$ cat config.mk
export PLATFORM = sky130hd
export DESIGN_NAME = icache_direct
export DESIGN_NICKNAME = d
export VERILOG_FILES = /design/src/rtl/icache_direct.sv
export SDC_FILE = /design/constraint.sdc
export NUM_CORES = 2
export LEC_CHECK = 0
export BUFFER_PORTS_ARGS = -buffer_cell sky130_fd_sc_hd__buf_2
export CORE_AREA = 2 2 537 539
export CTS_CLUSTER_DIAMETER = 200
export DETAILED_ROUTE_END_ITERATION = 10
export DIE_AREA = 0 0 539 541
export PLACE_DENSITY = 0.5
export SYNTH_ARGS = -nofsm -noshare
export SYNTH_HDL_FRONTEND = slang
export SYNTH_SLANG_ARGS = --single-unit
$ cat constraint.sdc
create_clock -name clk -period 14.45 [get_ports clk]
set_clock_uncertainty 0.1 [all_clocks]
set_input_delay 0 -clock clk [delete_from_list [all_inputs] [get_ports clk]]
set_output_delay 0 -clock clk [all_outputs]
set_load 0.02 [all_outputs]
$ cat src/rtl/icache_direct.sv
// Direct-mapped read-only instruction cache: single-cycle hits, blocking line
// refill over a fixed-latency Avalon master, whole-cache invalidate for fence.i.
package icache_direct_pkg;

  typedef struct packed {
    logic        read;
    logic [31:0] address;
    logic        write;
    logic [31:0] writedata;
    logic [3:0]  byte_enable;
  } avalon_req_t;

  typedef struct packed {
    logic [31:0] readdata;
    logic        waitrequest;
  } avalon_resp_t;

endpackage

module icache_direct
  import icache_direct_pkg::*;
#(
  parameter int LINES = 16,
  parameter int WORDS = 4
) (
  input  logic         clk,
  input  logic         rst,
  input  logic         cache_inv,
  input  avalon_req_t  cpu_avalon_req,
  output avalon_resp_t cpu_avalon_resp,
  output avalon_req_t  mem_avalon_req,
  input  avalon_resp_t mem_avalon_resp
);

  localparam int OFF_W = $clog2(WORDS);
  localparam int IDX_W = $clog2(LINES);
  localparam int TAG_W = 30 - OFF_W - IDX_W;
  localparam int CNT_W = OFF_W + 1;
  localparam logic [CNT_W-1:0] WORDS_C = CNT_W'(WORDS);
  localparam logic [CNT_W-1:0] LAST_C  = CNT_W'(WORDS - 1);
  localparam logic [CNT_W-1:0] ONE_C   = CNT_W'(1);

  typedef enum logic [0:0] {
    IDLE = 1'b0,
    FILL = 1'b1
  } state_t;

  state_t                  state_r;
  state_t                  state_s;
  logic [LINES-1:0]        valid_r;
  logic [TAG_W-1:0]        tag_mem_r  [LINES];
  logic [31:0]             data_mem_r [LINES][WORDS];
  logic [31:0]             line_buf_r [WORDS];
  logic [CNT_W-1:0]        issue_cnt_r;
  logic [CNT_W-1:0]        ret_cnt_r;
  logic                    pend_r;
  logic                    discard_r;
  logic [IDX_W+TAG_W-1:0]  base_r;
  logic [31:0]             rdata_r;

  logic [OFF_W-1:0]        cpu_off_s;
  logic [IDX_W-1:0]        cpu_idx_s;
  logic [TAG_W-1:0]        cpu_tag_s;
  logic [IDX_W-1:0]        fill_idx_s;
  logic [TAG_W-1:0]        fill_tag_s;
  logic                    hit_s;
  logic                    miss_s;
  logic                    cpu_wait_s;
  logic                    mem_rd_s;
  logic                    mem_acc_s;
  logic                    last_s;
  logic                    unused_s;

  assign cpu_off_s  = cpu_avalon_req.address[2 +: OFF_W];
  assign cpu_idx_s  = cpu_avalon_req.address[2 + OFF_W +: IDX_W];
  assign cpu_tag_s  = cpu_avalon_req.address[31 -: TAG_W];
  assign fill_idx_s = base_r[IDX_W-1:0];
  assign fill_tag_s = base_r[IDX_W +: TAG_W];

  assign hit_s     = cpu_avalon_req.read & valid_r[cpu_idx_s] &
                     (tag_mem_r[cpu_idx_s] == cpu_tag_s);
  assign miss_s    = (state_r == IDLE) & cpu_avalon_req.read & ~hit_s;
  assign mem_acc_s = mem_rd_s & ~mem_avalon_resp.waitrequest;
  // The last word of the line lands on the same edge that installs the line.
  assign last_s    = pend_r & (ret_cnt_r == LAST_C);

  // Writes, byte enables and the byte offset carry no meaning for a fetch cache.
  assign unused_s = ^{cpu_avalon_req.write, cpu_avalon_req.writedata,
                      cpu_avalon_req.byte_enable, cpu_avalon_req.address[1:0]};

  // Next-state and bus handshake decode.
  always_comb begin
    state_s    = state_r;
    cpu_wait_s = 1'b0;
    mem_rd_s   = 1'b0;
    case (state_r)
      IDLE: begin
        if (miss_s) begin
          cpu_wait_s = 1'b1;
          state_s    = FILL;
        end else begin
          cpu_wait_s = 1'b0;
          state_s    = IDLE;
        end
      end
      FILL: begin
        cpu_wait_s = 1'b1;
        mem_rd_s   = (issue_cnt_r < WORDS_C);
        if (last_s) begin
          state_s = IDLE;
        end else begin
          state_s = FILL;
        end
      end
      default: begin
        state_s    = IDLE;
        cpu_wait_s = 1'b0;
        mem_rd_s   = 1'b0;
      end
    endcase
  end

  // State register.
  always_ff @(posedge clk) begin
    if (rst) begin
      state_r <= IDLE;
    end else begin
      state_r <= state_s;
    end
  end

  // Refill control, valid bits and the registered hit data.
  always_ff @(posedge clk) begin
    if (rst) begin
      valid_r     <= '0;
      issue_cnt_r <= '0;
      ret_cnt_r   <= '0;
      pend_r      <= 1'b0;
      discard_r   <= 1'b0;
      base_r      <= '0;
      rdata_r     <= 32'h0000_0000;
    end else begin
      pend_r <= mem_acc_s;

      if ((state_r == IDLE) && hit_s) begin
        rdata_r <= data_mem_r[cpu_idx_s][cpu_off_s];
      end else begin
        rdata_r <= rdata_r;
      end

      if (miss_s) begin
        base_r <= cpu_avalon_req.address[31:2+OFF_W];
      end else begin
        base_r <= base_r;
      end

      if (last_s) begin
        issue_cnt_r <= '0;
      end else if (mem_acc_s) begin
        issue_cnt_r <= issue_cnt_r + ONE_C;
      end else begin
        issue_cnt_r <= issue_cnt_r;
      end

      if (last_s) begin
        ret_cnt_r <= '0;
      end else if (pend_r) begin
        ret_cnt_r <= ret_cnt_r + ONE_C;
      end else begin
        ret_cnt_r <= ret_cnt_r;
      end

      // An invalidate landing during or on the last edge of a refill poisons that line.
      if (last_s) begin
        if (cache_inv) begin
          valid_r <= '0;
        end else begin
          valid_r[fill_idx_s] <= ~discard_r;
        end
      end else if (cache_inv) begin
        valid_r <= '0;
      end else begin
        valid_r <= valid_r;
      end

      if (last_s) begin
        discard_r <= 1'b0;
      end else if ((state_r == FILL) && cache_inv) begin
        discard_r <= 1'b1;
      end else begin
        discard_r <= discard_r;
      end
    end
  end

  // Line buffer capture and tag/data array install.
  always_ff @(posedge clk) begin
    if (pend_r && !rst) begin
      line_buf_r[ret_cnt_r[OFF_W-1:0]] <= mem_avalon_resp.readdata;
    end
    if (last_s && !rst) begin
      tag_mem_r[fill_idx_s] <= fill_tag_s;
      for (int w = 0; w < WORDS; w++) begin
        if (w == WORDS - 1) begin
          data_mem_r[fill_idx_s][w] <= mem_avalon_resp.readdata;
        end else begin
          data_mem_r[fill_idx_s][w] <= line_buf_r[w];
        end
      end
    end
  end

  assign cpu_avalon_resp.readdata    = rdata_r;
  assign cpu_avalon_resp.waitrequest = cpu_wait_s;

  assign mem_avalon_req.read        = mem_rd_s;
  assign mem_avalon_req.address     = {base_r, issue_cnt_r[OFF_W-1:0], 2'b00};
  assign mem_avalon_req.write       = 1'b0;
  assign mem_avalon_req.writedata   = 32'h0000_0000;
  assign mem_avalon_req.byte_enable = 4'b1111;

endmodule

After elaboration in Yosys (flattened, before gate mapping)
Memory sizes are Yosys's and may differ from the RTL's.
Cells that the tools add are included.
- logic and storage cells: 59
- bits in writable memories: 2560
- register bits after elaboration: 85
- bits of input ports: 106
- output and inout bits: 103
- memories: 3
- memory list (name ; words ; width ; rd ports ; clocked after memory_dff ; wr ports ; RTL line ; text):
    data_mem_r ; 16 ; 128 ; 1 ; 0 ; 1 ; 52 ; logic [31:0] data_mem_r [LINES][WORDS];
    tag_mem_r ; 16 ; 24 ; 1 ; 0 ; 1 ; 51 ; logic [TAG_W-1:0] tag_mem_r [LINES];
    line_buf_r ; 4 ; 32 ; 3 ; 0 ; 1 ; 53 ; logic [31:0] line_buf_r [WORDS];
- add/subtract/negate cells: 2
- eq/ne operators: 2
- reductions and logical operators: 8
- $lt $le $gt $ge: 5
- mux-type cells: 20
- bitwise gates (word level): 11
- operators by type and width (kind ; count):
    binary-select mux 32 bit (select 2 bit) ; 1
    2-to-1 mux 32 bit ; 2
    2-to-1 mux 16 bit ; 3
    equality test 24 bit ; 1
    bitwise mux 16 bit ; 1
    < comparator 4 x 5 -> 1 bit, second input constant ; 2
    2-to-1 mux 1 bit ; 9
    adder 3 x 1 -> 3 bit, second input constant ; 2
    AND 1 bit ; 6
    logical AND 1 bit ; 5
    binary-select mux 1 bit (select 4 bit) ; 1
    demux 1 bit (select 4 bit) ; 1
    greater-or-equal comparator 4 x 1 -> 1 bit, second input constant ; 1
    inverter 1 bit ; 4
    one-hot mux 1 bit (2 select lines) ; 2
    equality test 3 x 2 -> 1 bit, second input constant ; 1
    greater-or-equal comparator 3 bit, second input constant ; 1
    < comparator 3 bit, second input constant ; 1
    inverter 2 -> 3 bit ; 1
    nonzero test 2 bit ; 1
    OR reduction 2 bit ; 1
    logical NOT 1 bit ; 1

Depth between registers and ports, before layout
- depth in word-level cells: 8
- mapped depth: 16

Worst setup path before layout
Ideal clock, no wire load.
- kind: register to register
- start point: register ret_cnt_r[0]
- end point: memory data_mem_r[3][0] in the netlist's numbering (enable)
- slack: 1846 ps
- arrival time: 11655 ps
- data required time: 13501 ps
- stages on the path, launching flop included: 7
- library setup time: 849 ps
- period minus slack after synthesis: 12604 ps
- cell sequence: dfxtp_1 -> ha_1 -> ha_1 -> nand2_1 -> or3_1 -> clkbuf_1 -> nor3_1
- word-level cells in the longest chain between the ends: 5
- RTL lines (what ; RTL line ; text):
    from (decl) ; 55 ; logic [CNT_W-1:0] ret_cnt_r;
    from (signal assigned) ; 168 ; ret_cnt_r <= ret_cnt_r + ONE_C;
    from (signal assigned) ; 170 ; ret_cnt_r <= ret_cnt_r;
    equality test 3 x 2 -> 1 bit ; 85 ; assign last_s = pend_r & (ret_cnt_r == LAST_C);
    AND 1 bit ; 85 ;
    logical AND 1 bit ; 201 ; if (last_s && !rst) begin
    2-to-1 mux 1 bit ; 201 ;
    2-to-1 mux 1 bit (implied by the code) ; 205 ; data_mem_r[fill_idx_s][w] <= mem_avalon_resp.readdata;
    to (decl) ; 52 ;
No other way between the ends.

Worst setup path after layout
- start point: input cpu_avalon_req[41] in the netlist's numbering
- end point: register rdata_r[16]
- word-level cells in the longest chain between the ends: 5
- elaborated cells on any way between the ends: 11
- classes of those cells: eq/ne: 1; mux: 5; bitwise: 2; reduce/logical: 1; memory: 2
- RTL lines (what ; RTL line ; text):
    from (decl) ; 29 ; input avalon_req_t cpu_avalon_req,
    branches (longest 5 deep; another with memory read (16 x 24 bit)) ; n/a ;
    to (signal assigned) ; 146 ; rdata_r <= data_mem_r[cpu_idx_s][cpu_off_s];
    to (signal assigned) ; 148 ; rdata_r <= rdata_r;
    to (decl) ; 59 ; logic [31:0] rdata_r;
Parallel ways; which one is timed is not known. The select of a mux whose other input is x is not followed.
A chain may end at the register's enable or synchronous reset.

==> run_results.csv <==
group,metric,value,unit
clock_tree,root_buffer,"clkbuf_16",
timing,fin_crit_sh,40.0,%
floorplan,coreArea,286000,um^2
clock_tree,clk_pin_slew_worst_paths,0.06,ns
logic_synthesis,avgSynthCellArea,24.3,um^2
logic_synthesis,synth_edf_count,2528,
timing,rsz0062_at_grt,"no",
outcome,outcome,"finished, final reports clean",
route,antenna_left,0,
cells_and_area,layout-drive-gt1-share,30.0,%
logic_synthesis,synth_area,99400,um^2
route,via_per_inst,5.26,
clock_tree,cts_inserted_buffers,287,
logic_synthesis,synth_fa_ha_area_share,0.0755,%
power_and_ir_drop,power.density,138,nW/um^2
clock_tree,clockBufferDepth,4,
logic_synthesis,synth.distinct_cells,55,
route,wl_per_cell,28.7,um
power_and_ir_drop,ir_drop,0.101,mV
route,wl,244,mm
grt,grt_first_pass_wirelength,349,mm
floorplan,rows,197,
grt,antenna_found_initial,22,
timing,worst_pin_slew,1.13,ns
clock_tree,h-tree-depth,5,
cells_and_area,fin_nets,4625,
setup_path,cp.required,15.02,ns
placement,place.gp.congestion,0.698,
floorplan,die_y,541,um
timing,hold_violations,0,
floorplan,die-area,292000,um^2
floorplan,initial_core_util,34.7,%
logic_synthesis,async_flop_share,0,%
power_and_ir_drop,p_leak,35.8,nW
placement,dp_hpwl,116,mm
logic_synthesis,synthFlopType,"edfxtp_1",
cells_and_area,final_util,39.9,%
route,drc,0,
timing,maxSlewViolCount,0,
setup_path,end_kind,"flop",
logic_synthesis,synth_top_area_share,76.3,%
timing,whs,0.0592,ns
grt,grt_max_degree,127,
timing,relSlewSlack,24.9,%
floorplan,boundaryPins,209,
setup_path,arrival,6.36,ns
clock_tree,clock-sinks,2613,
timing,finalSetupTns,0,ns
logic_synthesis,synth_seq_area_share,78.1,%
logic_synthesis,synth-xor-area-share,0.317,%
cells_and_area,syn2layout_area_growth,15.1,%
grt,grt_pass1_vias,46800,
logic_synthesis,synthMuxAreaShare,18.1,%
grt,grt_usage,16.6,%
logic_synthesis,syn_inst,4099,
floorplan,die_w,539,um
cells_and_area,fin_cells,8517,
timing,fmax,173,MHz
grt,overflow,0,
placement,dp.cells,7883,
route,first_pass_iters,5,
logic_synthesis,synth_compound_area_share,0.852,%
timing,setup_viol,0,
setup_path,path_class,"in -> reg",
clock_tree,clock_latency,0.87,ns
logic_synthesis,synthTopCellsByArea,"edfxtp_1 76%, mux4_2 17%, dfxtp_1 1.7%",
logic_synthesis,synth-simple-area-share,0.934,%
logic_synthesis,synth_top_family_by_area,"multiplexers",
setup_path,startpoint_type,"input port",
clock_tree,cts_tree,"done",
min_path,min_path_type,"in -> reg",
logic_synthesis,synth_top_area_cell,"edfxtp_1",
route,drt-initial-drc-count,4171,
logic_synthesis,yosys_warnings,0,
placement,io_buffers,130,
job,cap_violations,0,
route,vias,44800,
logic_synthesis,synth_seq_cells,2613,
setup_path,critPathMaxFanout,58,
timing,min_period,5.78,ns
## placed cells by master (no fill, tap or decap), types with 8 or more instances in the layout
master	n
xor2_1	16
or3_1	22
mux4_2	757
bufinv_16	11
dlygate4sd3_1	122
clkbuf_1	78
buf_4	91
nor2_4	12
inv_6	8
buf_2	124
diode_2	8
or3b_2	27
buf_12	8
o21ai_1	18
a21oi_1	56
clkbuf_8	13
nor2_1	45
clkinv_2	38
dfxtp_1	84
xnor2_1	20
clkbuf_16	297
inv_1	11
edfxtp_1	2528
clkinv_1	49
mux2i_1	92
nand2_1	21
a22oi_1	8
conb_1	39
o21ai_0	34
## power breakdown
group | leakage [nW] | internal, mW | switching, mW
logic | 8.01 | 0.287 | 0.321
clock network | 4.30 | 4.03 | 2.90
registers | 23.5 | 8.25 | 0.0309
total | 35.8 | 12.6 | 3.26
## per-stage QoR
| step | area (um^2) | worst slack, ns | total power, mW |
|---|---|---|---|
| 3_3_place_gp | 104000 | 8.29 | 9.03 |
| 4_1_cts | 114000 | 8.59 | 16.0 |
| 3_5_place_dp | 104000 | 8.31 | 9.03 |
| 6_report | 114000 | 8.67 | 15.8 |
| 5_1_grt | 114000 | 8.32 | 16.3 |
| 2_1_floorplan | 99600 | 1.85 | 8.85 |
## logic make-up (layout without fill, tap and decap cells)
kind of cell	after synthesis	after routing
AO/OA/AOI/OAI	147	147
XOR/XNOR	36	36
adder cells (fa/ha/maj)	6	6
buffers and inverters	272	864
flip-flops	2613	2613
multiplexers	854	854
other	2	47
AND/OR/NAND/NOR	169	169
## Yosys cell counts, drive strengths merged (6+ instances only)
master  count
inv        12
nor2       57
mux4      757
edfxtp   2528
o21ai      52
clkbuf     73
or3b       27
dfxtp      85
nand2b      6
ha          6
a22oi       8
a31oi       7
nor2b       7
nand2      21
xnor2      20
xor2       16
mux2i      92
or3        22
nor3        8
a21oi      56
buf       187
## sequential cells by signal, summed over array words and instances (netlist names)
register,cells
base_r,28
tag_mem_r,384
pend_r,1
valid_r,16
state_r,1
line_buf_r,96
rdata_r,32
issue_cnt_r,3
discard_r,1
data_mem_r,2048
ret_cnt_r,3
## what timing repair did
action                                  in CTS  in global routing
gates resized for setup                      0                  0
hold endpoints to repair                   678                  0
endpoints found under the setup margin       0                  0
buffers inserted                             0                  0
hold buffers                               122                  0
## area by class of cell
type	count	area, um^2
Antenna cell	8	20.0
Clock buffer	388	7900
Clock inverter	116	902
Fill cell	25100	172000
Inverter	12	52.6
Multi-Input combinational cell	1251	20500
Sequential cell	2613	77600
Tap cell	3781	4730
Timing Repair Buffer	348	2730
## worst paths after layout
kind,endpoint,cells after the start,startpoint,slack (ns)
max,rdata_r[16]$_SDFFE_PP0P_,14,cpu_avalon_req[41],8.67
min,rdata_r[12]$_SDFFE_PP0P_,4,cpu_avalon_req[39],0.06
max reg2reg,data_mem_r[12][108]$_DFFE_PP_,7,ret_cnt_r[0]$_SDFFE_PP0P_,9.39
min reg2reg,valid_r[13]$_SDFFE_PP0P_,2,valid_r[13]$_SDFFE_PP0P_,0.38
## worst max-delay path, cell delays in order
cell	delay [ns]
dlygate4sd3_1	0.57
buf_8	0.49
buf_4	0.69
buf_4	0.68
mux4_2	0.59
mux2i_1	0.14
mux2i_1	0.10
xnor2_1	0.19
nand3_1	0.20
nor4_2	0.56
nand4_1	0.92
buf_4	0.70
mux2i_1	0.28
nor2_1	0.06
## metal layers
metal	up-vias	global-route usage [%]	wire length [um]
li1	18400	-	-
met1	25000	23.3	109000
met2	1126	27.3	120000
met3	308	2.47	11200
met4	8	3.62	4150
met5	-	0	56
(Power assumes the default switching activity.)
